==> src/rtl/miso_pop_scheduler.sv <==
// miso_pop_scheduler: sequences pops across NUM_FIFO miso_fifo rows with a
// one-cycle diagonal skew between rows, optional replay passes via read-pointer
// rewind, and a clear/done handshake at the end of a schedule.
module miso_pop_scheduler #(
  parameter int unsigned NUM_FIFO    = 8,
  parameter int unsigned REUSE_WIDTH = 4
) (
  input  logic                   i_clk,
  input  logic                   i_rst,
  input  logic                   i_start,
  input  logic                   i_abort,
  input  logic [1:0]             i_p_mode,
  input  logic [REUSE_WIDTH-1:0] i_reuse_count,
  input  logic [NUM_FIFO-1:0]    i_fifo_empty,
  output logic [NUM_FIFO-1:0]    o_pop_en,
  output logic [1:0]             o_p_mode,
  output logic                   o_r_pointer_reset,
  output logic                   o_clear,
  output logic                   o_busy,
  output logic                   o_done,
  output logic [REUSE_WIDTH-1:0] o_pass_cnt
);

  localparam int unsigned SKEW_W = (NUM_FIFO > 1) ? $clog2(NUM_FIFO) : 1;
  localparam logic [SKEW_W-1:0] SKEW_MAX = SKEW_W'(NUM_FIFO - 1);

  typedef enum logic [1:0] {
    IDLE   = 2'd0,
    STREAM = 2'd1,
    REWIND = 2'd2,
    DONE   = 2'd3
  } state_t;

  state_t                 state_q, state_d;
  logic [SKEW_W-1:0]      skew_q, skew_d;
  logic [NUM_FIFO-1:0]    mask_q, mask_d;
  logic [REUSE_WIDTH-1:0] pass_q, pass_d;
  logic [REUSE_WIDTH-1:0] reuse_q, reuse_d;
  logic [1:0]             mode_q, mode_d;
  logic                   rptr_q, rptr_d;
  logic                   clear_q, clear_d;
  logic                   done_q, done_d;
  logic [NUM_FIFO-1:0]    started;
  logic                   all_done;

  // Row k has been released once the skew counter has reached k.
  always_comb begin
    started = '0;
    for (int k = 0; k < NUM_FIFO; k++) begin
      started[k] = (skew_q >= SKEW_W'(k));
    end
  end

  assign all_done = &mask_q;

  assign o_pop_en          = (state_q == STREAM) ? (started & ~mask_q & ~i_fifo_empty) : '0;
  assign o_busy            = (state_q != IDLE);
  assign o_p_mode          = mode_q;
  assign o_pass_cnt        = pass_q;
  assign o_r_pointer_reset = rptr_q;
  assign o_clear           = clear_q;
  assign o_done            = done_q;

  // Next-state, counter updates and registered pulse generation.
  always_comb begin
    state_d = state_q;
    skew_d  = skew_q;
    mask_d  = mask_q;
    pass_d  = pass_q;
    reuse_d = reuse_q;
    mode_d  = mode_q;
    rptr_d  = 1'b0;
    clear_d = 1'b0;
    done_d  = 1'b0;

    case (state_q)
      IDLE: begin
        if (i_start && !i_abort) begin
          state_d = STREAM;
          mode_d  = i_p_mode;
          reuse_d = i_reuse_count;
          skew_d  = '0;
          mask_d  = '0;
          pass_d  = '0;
        end
      end
      STREAM: begin
        if (all_done) begin
          if (pass_q < reuse_q) begin
            state_d = REWIND;
            rptr_d  = 1'b1;
          end else begin
            state_d = DONE;
            done_d  = 1'b1;
            clear_d = 1'b1;
          end
        end else begin
          skew_d = (skew_q == SKEW_MAX) ? skew_q : skew_q + SKEW_W'(1);
          mask_d = mask_q | (started & i_fifo_empty);
        end
      end
      REWIND: begin
        state_d = STREAM;
        pass_d  = pass_q + REUSE_WIDTH'(1);
        mask_d  = '0;
        skew_d  = '0;
      end
      DONE: begin
        state_d = IDLE;
      end
      default: begin
        state_d = IDLE;
      end
    endcase

    // Abort overrides everything once a schedule is running.
    if (i_abort && (state_q != IDLE)) begin
      state_d = IDLE;
      skew_d  = skew_q;
      mask_d  = mask_q;
      pass_d  = pass_q;
      rptr_d  = 1'b0;
      done_d  = 1'b0;
      clear_d = 1'b1;
    end
  end

  // State and datapath registers.
  always_ff @(posedge i_clk or posedge i_rst) begin
    if (i_rst) begin
      state_q <= IDLE;
      skew_q  <= '0;
      mask_q  <= '0;
      pass_q  <= '0;
      reuse_q <= '0;
      mode_q  <= 2'b00;
      rptr_q  <= 1'b0;
      clear_q <= 1'b0;
      done_q  <= 1'b0;
    end else begin
      state_q <= state_d;
      skew_q  <= skew_d;
      mask_q  <= mask_d;
      pass_q  <= pass_d;
      reuse_q <= reuse_d;
      mode_q  <= mode_d;
      rptr_q  <= rptr_d;
      clear_q <= clear_d;
      done_q  <= done_d;
    end
  end

endmodule
==> config.mk <==
export PLATFORM = sky130hd
export DESIGN_NAME = miso_pop_scheduler
export DESIGN_NICKNAME = d
export VERILOG_FILES = /design/src/rtl/miso_pop_scheduler.sv
export SDC_FILE = /design/constraint.sdc
export NUM_CORES = 1
export LEC_CHECK = 0
export ABC_AREA = 1
export CAP_MARGIN = 30
export CORE_MARGIN = 2
export CORE_UTILIZATION = 53
export DETAILED_ROUTE_END_ITERATION = 8
export PLACE_DENSITY = 0.83
export SYNTH_ARGS = -nofsm -noshare
export SYNTH_HDL_FRONTEND = slang
export SYNTH_SLANG_ARGS = --single-unit
export TNS_END_PERCENT = 100
==> constraint.sdc <==
create_clock -name i_clk -period 2.7 [get_ports i_clk]
set_clock_uncertainty 0.15 [all_clocks]
set_input_delay 0.27 -clock i_clk [delete_from_list [all_inputs] [get_ports i_clk]]
set_output_delay 0.27 -clock i_clk [all_outputs]
set_load 0.02 [all_outputs]
=== Yosys cells after proc, flatten, opt, wreduce, memory -nomap -nowiden ===
Cells that the tools add are included.

* Mux-type cells: 24
* Reduce and logical (&&, ||, !) cells: 13
* Add/sub/neg operators: 2
* Equality and inequality tests: 9
* $lt $le $gt $ge: 9
* Bitwise logic cells: 7

{| class="wikitable"
|+ Operator list
! cell !! number
|-
| $and A8 B8 Y8 || 3
|-
| $mux W8 || 3
|-
| $pmux W8 S3 || 1
|-
| $not A8 Y8 || 2
|-
| $ge A3 B3 Y1 const B || 4
|-
| $mux W1 || 10
|-
| $mux W3 || 3
|-
| $pmux W3 S3 || 1
|-
| $or A8 B8 Y8 || 1
|-
| $pmux W2 S4 || 1
|-
| $pmux W4 S2 || 1
|-
| $reduce_and A8 Y1 || 1
|-
| $ge A3 B1 Y1 const B || 2
|-
| $ge A3 B2 Y1 const B || 2
|-
| $mux W2 || 3
|-
| $ne A2 B2 Y1 const B || 3
|-
| $reduce_and A5 Y1 || 1
|-
| $add A4 B1 Y4 const B || 1
|-
| $eq A2 B2 Y1 const B || 2
|-
| $lt A4 B4 Y1 || 1
|-
| $mux W4 || 1
|-
| $reduce_and A2 Y1 || 2
|-
| $reduce_and A4 Y1 || 1
|-
| $reduce_bool A2 Y1 || 2
|-
| other kinds (11) || 12
|}

* Input bits: 18
* Output and inout port bits: 18
* Register bits: 26
* Word-level logic and storage cells: 73

=== Logic depth before layout (Yosys ltp) ===
Gate-level depths: netlist of run 1.

* Word-level depth: 5
* Gate-level depth with buffers: 9
* Mapped depth without buffers: 8

=== Worst setup path before layout of run 1 ===
Ideal clock, no wire load.

* Path kind: register -> output
* From: register skew_q[2]
* To: output o_pop_en[3]
* Data arrival time: 1.371 ns
* Cell stages (with the launch flop): 8
* Path slack: 0.909 ns
* Path buffers: 1
* Required time: 2.280 ns
* Path through: dfrtp_1 -> buf_2 -> inv_1 -> ha_1 -> nor2_1 -> nand2_1 -> nand2_1 -> nor3_1

* Cells in the longest elaborated chain, start to end: 4

{| class="wikitable"
|+ Ends and longest elaborated chain
! item !! line !! source
|-
| start, declared || 35 || <nowiki>logic [SKEW_W-1:0] skew_q, skew_d;</nowiki>
|-
| start signal, assigned || 142 || <nowiki>skew_q <= skew_d;</nowiki>
|-
| $ge A3 B2 Y1 || 50 || <nowiki>started[k] = (skew_q >= SKEW_W'(k));</nowiki>
|-
| $and A8 B8 Y8 (2 in series) || 56 || <nowiki>assign o_pop_en = (state_q == STREAM) ? (started & ~mask_q & ~i_fifo_empty) : '0;</nowiki>
|-
| $mux W8 || 56 ||
|-
| end, declared || 15 || <nowiki>output logic [NUM_FIFO-1:0] o_pop_en,</nowiki>
|}

Every way passes these cells.

=== Worst setup path after layout of run 1 ===
Ends and elaborated chain as after synthesis.

==> metrics.yaml, run 1 <==
outcome: "finished, final reports clean"
synthXorXnorAreaFrac_pct: 0.557
synth_compound_area_share_pct: 8.04
place_congestion: 0.828
coreArea_sq_mm: 0.00278
path_class: "register to primary output"
synth_enable_flop_cells: 0
drtIter0Drc: 23
routed_wl_mm: 3.09
antenna_left: 0
cts_htree_levels: 1
hold_ws_ps: 115
grt_pass1_wl_mm: 5.45
async_flop_share_pct: 100
worstMarginPinSlew_ps: 425
viasPerCell: 4.93
cts_resized: 0
yosysTopAreaCell: "dfrtp_1"
die_w_microns: 58.5
synth_commonest_cells: "67 x nand2_1, 26 x dfrtp_1, 25 x inv_1"
final_cells: 278
yosysUniqueCellTypes: 26
finalCritPeriodShare_pct: 93.6
fin_nets: 275
worstReg2RegEnd: "skew_q[0]"
period_minus_slack_ps: 2530
r2r_start: "skew_q[0]"
synth_top_family_by_area: "simple AND/OR/NAND/NOR gates"
maxCapViolations: 0
fin_util_pct: 71.9
peakVddDrop_mv: 0.471
ff2ff_setup_slack_ps: 980
yosysMostFrequentCell: "nand2_1"
clock.fmax_mhz: 396
hold_violations: 0
clockRootBuffer: "clkbuf_4"
rsz0062_at_grt: "false"
dp_hpwl_mm: 2.36
synth_seq_area_share_pct: 41.4
syn-cell-area_sq_mm: 0.00157
maxSlewViolCount: 0
grt_max_degree: 27
finalSetupTns_ps: 0
clkLatencyLatePin_ps: 330
first_pass_iters: 4
syn_inst: 210
cp_data_arrival_time_ps: 2110
clk_pin_slew_ps: 140
initial_core_util_pct: 56.5
relSlewSlack_pct: 71.6
p_leak_nw: 1.00
drc: 0
yosys.area_share.adder_pct: 7.17
regArea_sq_um: 652
grt.total_usage_pct: 20.5
ys_ff_latch: 26
numCtsBuffers: 3
insertedDiodeCount: 0
critPathRequiredTime_ps: 2280
synth_top_area_share_pct: 41.4
rows: 19
die_area_sq_mm: 0.00342
wire_per_inst_microns: 11.1
antenna_found_initial: 0
num-fill-cells: 221
ios: 36
grt_overflow: 0
cts_setup_buffers: 0
multiInputGateArea_sq_um: 795
synth_nets: 237
avgSynthCellArea_sq_um: 7.48
yosys.area_share.simple_pct: 34.8
cp-end-kind: "primary output"
synthTopCellsByArea: "dfrtp_1 41%, nand2_1 16%, ha_1 7.2%"
cts_hold_buf: 0
ys_warn_count: 0
chipHeight_microns: 58.5
numClockSinks: 26
num_vias: 1370
crit_fanout: 10
layout-drive-gt1-share_pct: 8.50
setup_viol: 0
clockBufferDepth: 2
crit_path_start_kind: "register"
synth.area.mux_share_pct: 0
synth_flop_cell: "dfrtp_1"
hp-class: "input port to async pin"
reg2reg_depth: 8
power_density_mw_per_mm2: 556
cts_tree: "yes"
grt_pass1_vias: 1272
dp_cells: 274
port_buffers: 35
areaGrowthSynthToFinish_pct: 27.3
-- stage by stage --
stage | area, sq um | power (mW) | setup WS (ps)
4_1_cts | 2000 | 1.11 | 125
2_1_floorplan | 1570 | 0.728 | 909
3_3_place_gp | 1950 | 0.837 | 565
5_1_grt | 2000 | 1.18 | 20.5
6_report | 2000 | 1.11 | 172
3_5_place_dp | 1950 | 0.846 | 508
-- state kept, by name (all words and copies together) (netlist names), 2 cells and up --
signal      cells
skew_q          3
state_q         2
o_p_mode        2
o_pass_cnt      4
reuse_q         4
mask_q          8
-- worst max-delay path, stage by stage, from the launching register on --
cell	delay, ps
dfrtp_1	520
inv_1	180
ha_1	170
nor2_1	40
nand2_1	80
nand2_1	50
nor3_1	120
clkdlybuf4s50_1	620
-- kinds of logic after synthesis --
| family | after synthesis |
|---|---|
| XOR/XNOR | 1 |
| buffers and inverters | 31 |
| AND/OR/NAND/NOR | 122 |
| adder cells (fa/ha/maj) | 9 |
| flip-flops | 26 |
| AO/OA/AOI/OAI | 21 |
-- report_power, final --
part	switching, mW	leakage [nW]	internal [mW]
combinational	0.207	0.632	0.139
clock	0.122	0.0279	0.150
sequential	0.0521	0.342	0.442
total	0.381	1.00	0.731
-- layout by cell type (no fill, tap or decap) --
master and count:
a21oi_1 10, a21oi_2 2, a21oi_4 1, and3_1 1
buf_4 1, bufinv_16 1, clkbuf_4 3, clkdlybuf4s50_1 35
dfrtp_1 25, dfrtp_2 1, ha_1 9, inv_1 25
inv_2 3, nand2_1 67, nand2_2 2, nand3_1 17
nand3_4 1, nand3b_1 1, nand4_1 1, nor2_1 20
nor2_2 3, nor2_4 2, nor3_1 5, nor4_1 1
nor4_2 1, o21ai_0 6, o21ai_1 1, o21bai_1 1
xor2_1 1
-- worst max path at each step --
stage | startpoint | end | slack, ps | cells past startpoint
global placement | skew_q[1] | o_pop_en[3] | 560 | 7
floorplan | skew_q[2] | o_pop_en[3] | 910 | 7
global route | skew_q[0] | o_pop_en[3] | 20 | 7
detailed placement | skew_q[1] | o_pop_en[3] | 510 | 7
CTS | skew_q[1] | o_pop_en[3] | 130 | 7
finish | skew_q[2] | o_pop_en[3] | 170 | 7
-- layout make-up --
| cell class | count | area share, % |
|---|---|---|
| Tap cell | 31 | 1.94 |
| Clock inverter | 1 | 1.50 |
| Clock buffer | 3 | 1.13 |
| Timing Repair Buffer | 36 | 17.9 |
| Inverter | 28 | 5.25 |
| Multi-Input combinational cell | 153 | 39.7 |
| Sequential cell | 26 | 32.6 |
-- routing by layer --
layer	part of all wire (%)	vias up	global-route usage, %
met5	0	-	0
met4	1.4	0	5.98
met3	3.6	5	2.86
met2	45	25	33.4
met1	50	603	28.5
li1	-	737	-
No activity file was read; power rests on OpenSTA's default activity.
==> inputs of run 2 (changes only) <==
CORE_UTILIZATION = 45   (was 53)
PLACE_DENSITY = 0.75   (was 0.83)
clock period = 2.1 ns   (was 2.7 ns; I/O delays follow)
==> run 2 against run 1 <==
Effect of this change:
- hold slack worse by 84 ps
- sequential share of layout area down 0.92 points
- largest cell class unchanged
- critical endpoint unchanged
- register-to-register slack got worse by 630 ps
==> metrics.yaml, run 2 (same netlist as run 1, synthesis figures left out) <==
wire_per_inst_microns: 11.6
antenna_left: 0
antenna_found_initial: 0
coreArea_sq_mm: 0.00334
viasPerCell: 4.87
maxCapViolations: 0
path_class: "register to primary output"
cts_htree_levels: 1
p_leak_nw: 1.06
grt.total_usage_pct: 19.0
clockRootBuffer: "clkbuf_4"
port_buffers: 35
dp_hpwl_mm: 2.56
final_common_cell: "nand2_1"
grt_pass1_wl_mm: 5.90
place_congestion: 0.803
clk_pin_slew_ps: 160
dpl_cell_area_sq_mm: 0.00201
grt_overflow: 0
first_pass_iters: 4
die_area_sq_mm: 0.00398
period_minus_slack_ps: 2050
drtIter0Drc: 95
initial_core_util_pct: 47.1
mostFrequentLayoutCells: "66 x nand2_1, 27 x clkdlybuf4s50_1, 23 x inv_1, 23 x dfrtp_1, 19 x nor2_1"
ios: 36
routed_wl_mm: 3.48
hold_violations: 0
rsz0062_at_grt: "true"
rows: 21
grt_max_degree: 27
fin_nets: 282
critPathRequiredTime_ps: 1740
relSlewSlack_pct: 72.5
num_vias: 1460
hp-class: "input port to async pin"
chipHeight_microns: 63.1
numCtsBuffers: 3
peakVddDrop_mv: 0.322
areaGrowthSynthToFinish_pct: 31.5
crit_path_start_kind: "register"
maxSlewViolCount: 0
grt_pass1_vias: 1301
finalCritPeriodShare_pct: 97.8
cts_tree: "yes"
post-place-ws_ps: 50.3
cp_data_arrival_time_ps: 1690
numClockSinks: 26
clock.fmax_mhz: 487
top_register: "mask_q"
layout-drive-gt1-share_pct: 16.5
worstMarginPinSlew_ps: 412
timing.final.ws_setup_ps: 46.9
setup_viol: 0
clkLatencyLatePin_ps: 350
cp-end-kind: "primary output"
outcome: "finished, final reports clean"
fin_area_sq_mm: 0.00207
power_density_mw_per_mm2: 727
insertedDiodeCount: 0
clockBufferDepth: 2
cts_hold_buf: 0
die_w_microns: 63.1
largest_reg_flops: 8
crit_fanout: 4
drc: 0
==> run 2: cell count changes in the layout (fill, tap and decap cells not counted), moves of 2 or more <==
cell / before / now
dlygate4sd2_1: 0 / 2
dfrtp_1: 25 / 23
clkbuf_2: 0 / 3
dfrtp_2: 1 / 3
inv_1: 25 / 23
inv_2: 3 / 5
clkdlybuf4s50_1: 35 / 27
buf_4: 1 / 9
==> run 2: area by class of cell <==
type	count	area, sq um
flip-flops and latches	26	654
multi-input cells	153	812
clock inverters	1	30.0
well taps	46	57.6
clock buffers	3	22.5
repair buffers	43	385
inverters	28	105
fillers	335	1270
==> run 2: path summary, 6_finish.rpt <==
kind | from | endpoint | slack, ps | cells after the start
max in group asynchronous | i_rst | skew_q[0] | 1480 | 3
min | i_rst | mask_q[7] | 30 | 3
max reg2reg | skew_q[1] | skew_q[1] | 350 | 9
min in group i_clk | i_reuse_count[0] | reuse_q[0] | 240 | 3
min reg2reg | o_p_mode[1] | o_p_mode[1] | 360 | 2
max | skew_q[1] | o_pop_en[3] | 50 | 8
==> run 2: per-stage QoR <==
stage                     setup TNS (ps)  util [%]  cells  hold slack [ps]  total power, mW
after floorplan                        0         -    210              100            0.936
after global placement                 0      60.3    295              320             1.12
after detailed placement               0      60.3    295              327             1.13
after CTS                           -131      61.9    300             50.6             1.49
after global routing               -44.3      61.9    300             83.7             1.61
final                                  0      61.9    300             31.1             1.50
==> run 2: layer usage <==
metal  vias up  GRT usage [%]  part of all wire, %
met1       678           25.9                   47
met3         5           2.86                  3.7
met4         0           9.44                  2.0
li1        751              -                    -
met2        26           29.3                   47
met5         -              0                    0
==> run 2: where the power goes <==
part	switching (mW)	leakage (nW)	internal (mW)
clock	0.167	0.0279	0.194
combinational	0.305	0.687	0.213
sequential	0.0538	0.340	0.569
==> run 2: worst max-delay path, cell delays in order, from the launching register on <==
cell	delay, ps
dfrtp_1	420
buf_4	160
ha_2	170
ha_1	170
nor2_1	80
nand2_1	70
nand2_1	80
nor3_2	40
buf_4	160
==> run 2: what timing repair did <==
item / 4_1_cts / 5_1_grt
pin swaps: 0 / 1
setup buffers: 1 / 0
resized for setup: 11 / 23
endpoints found under the setup margin: 8 / 9
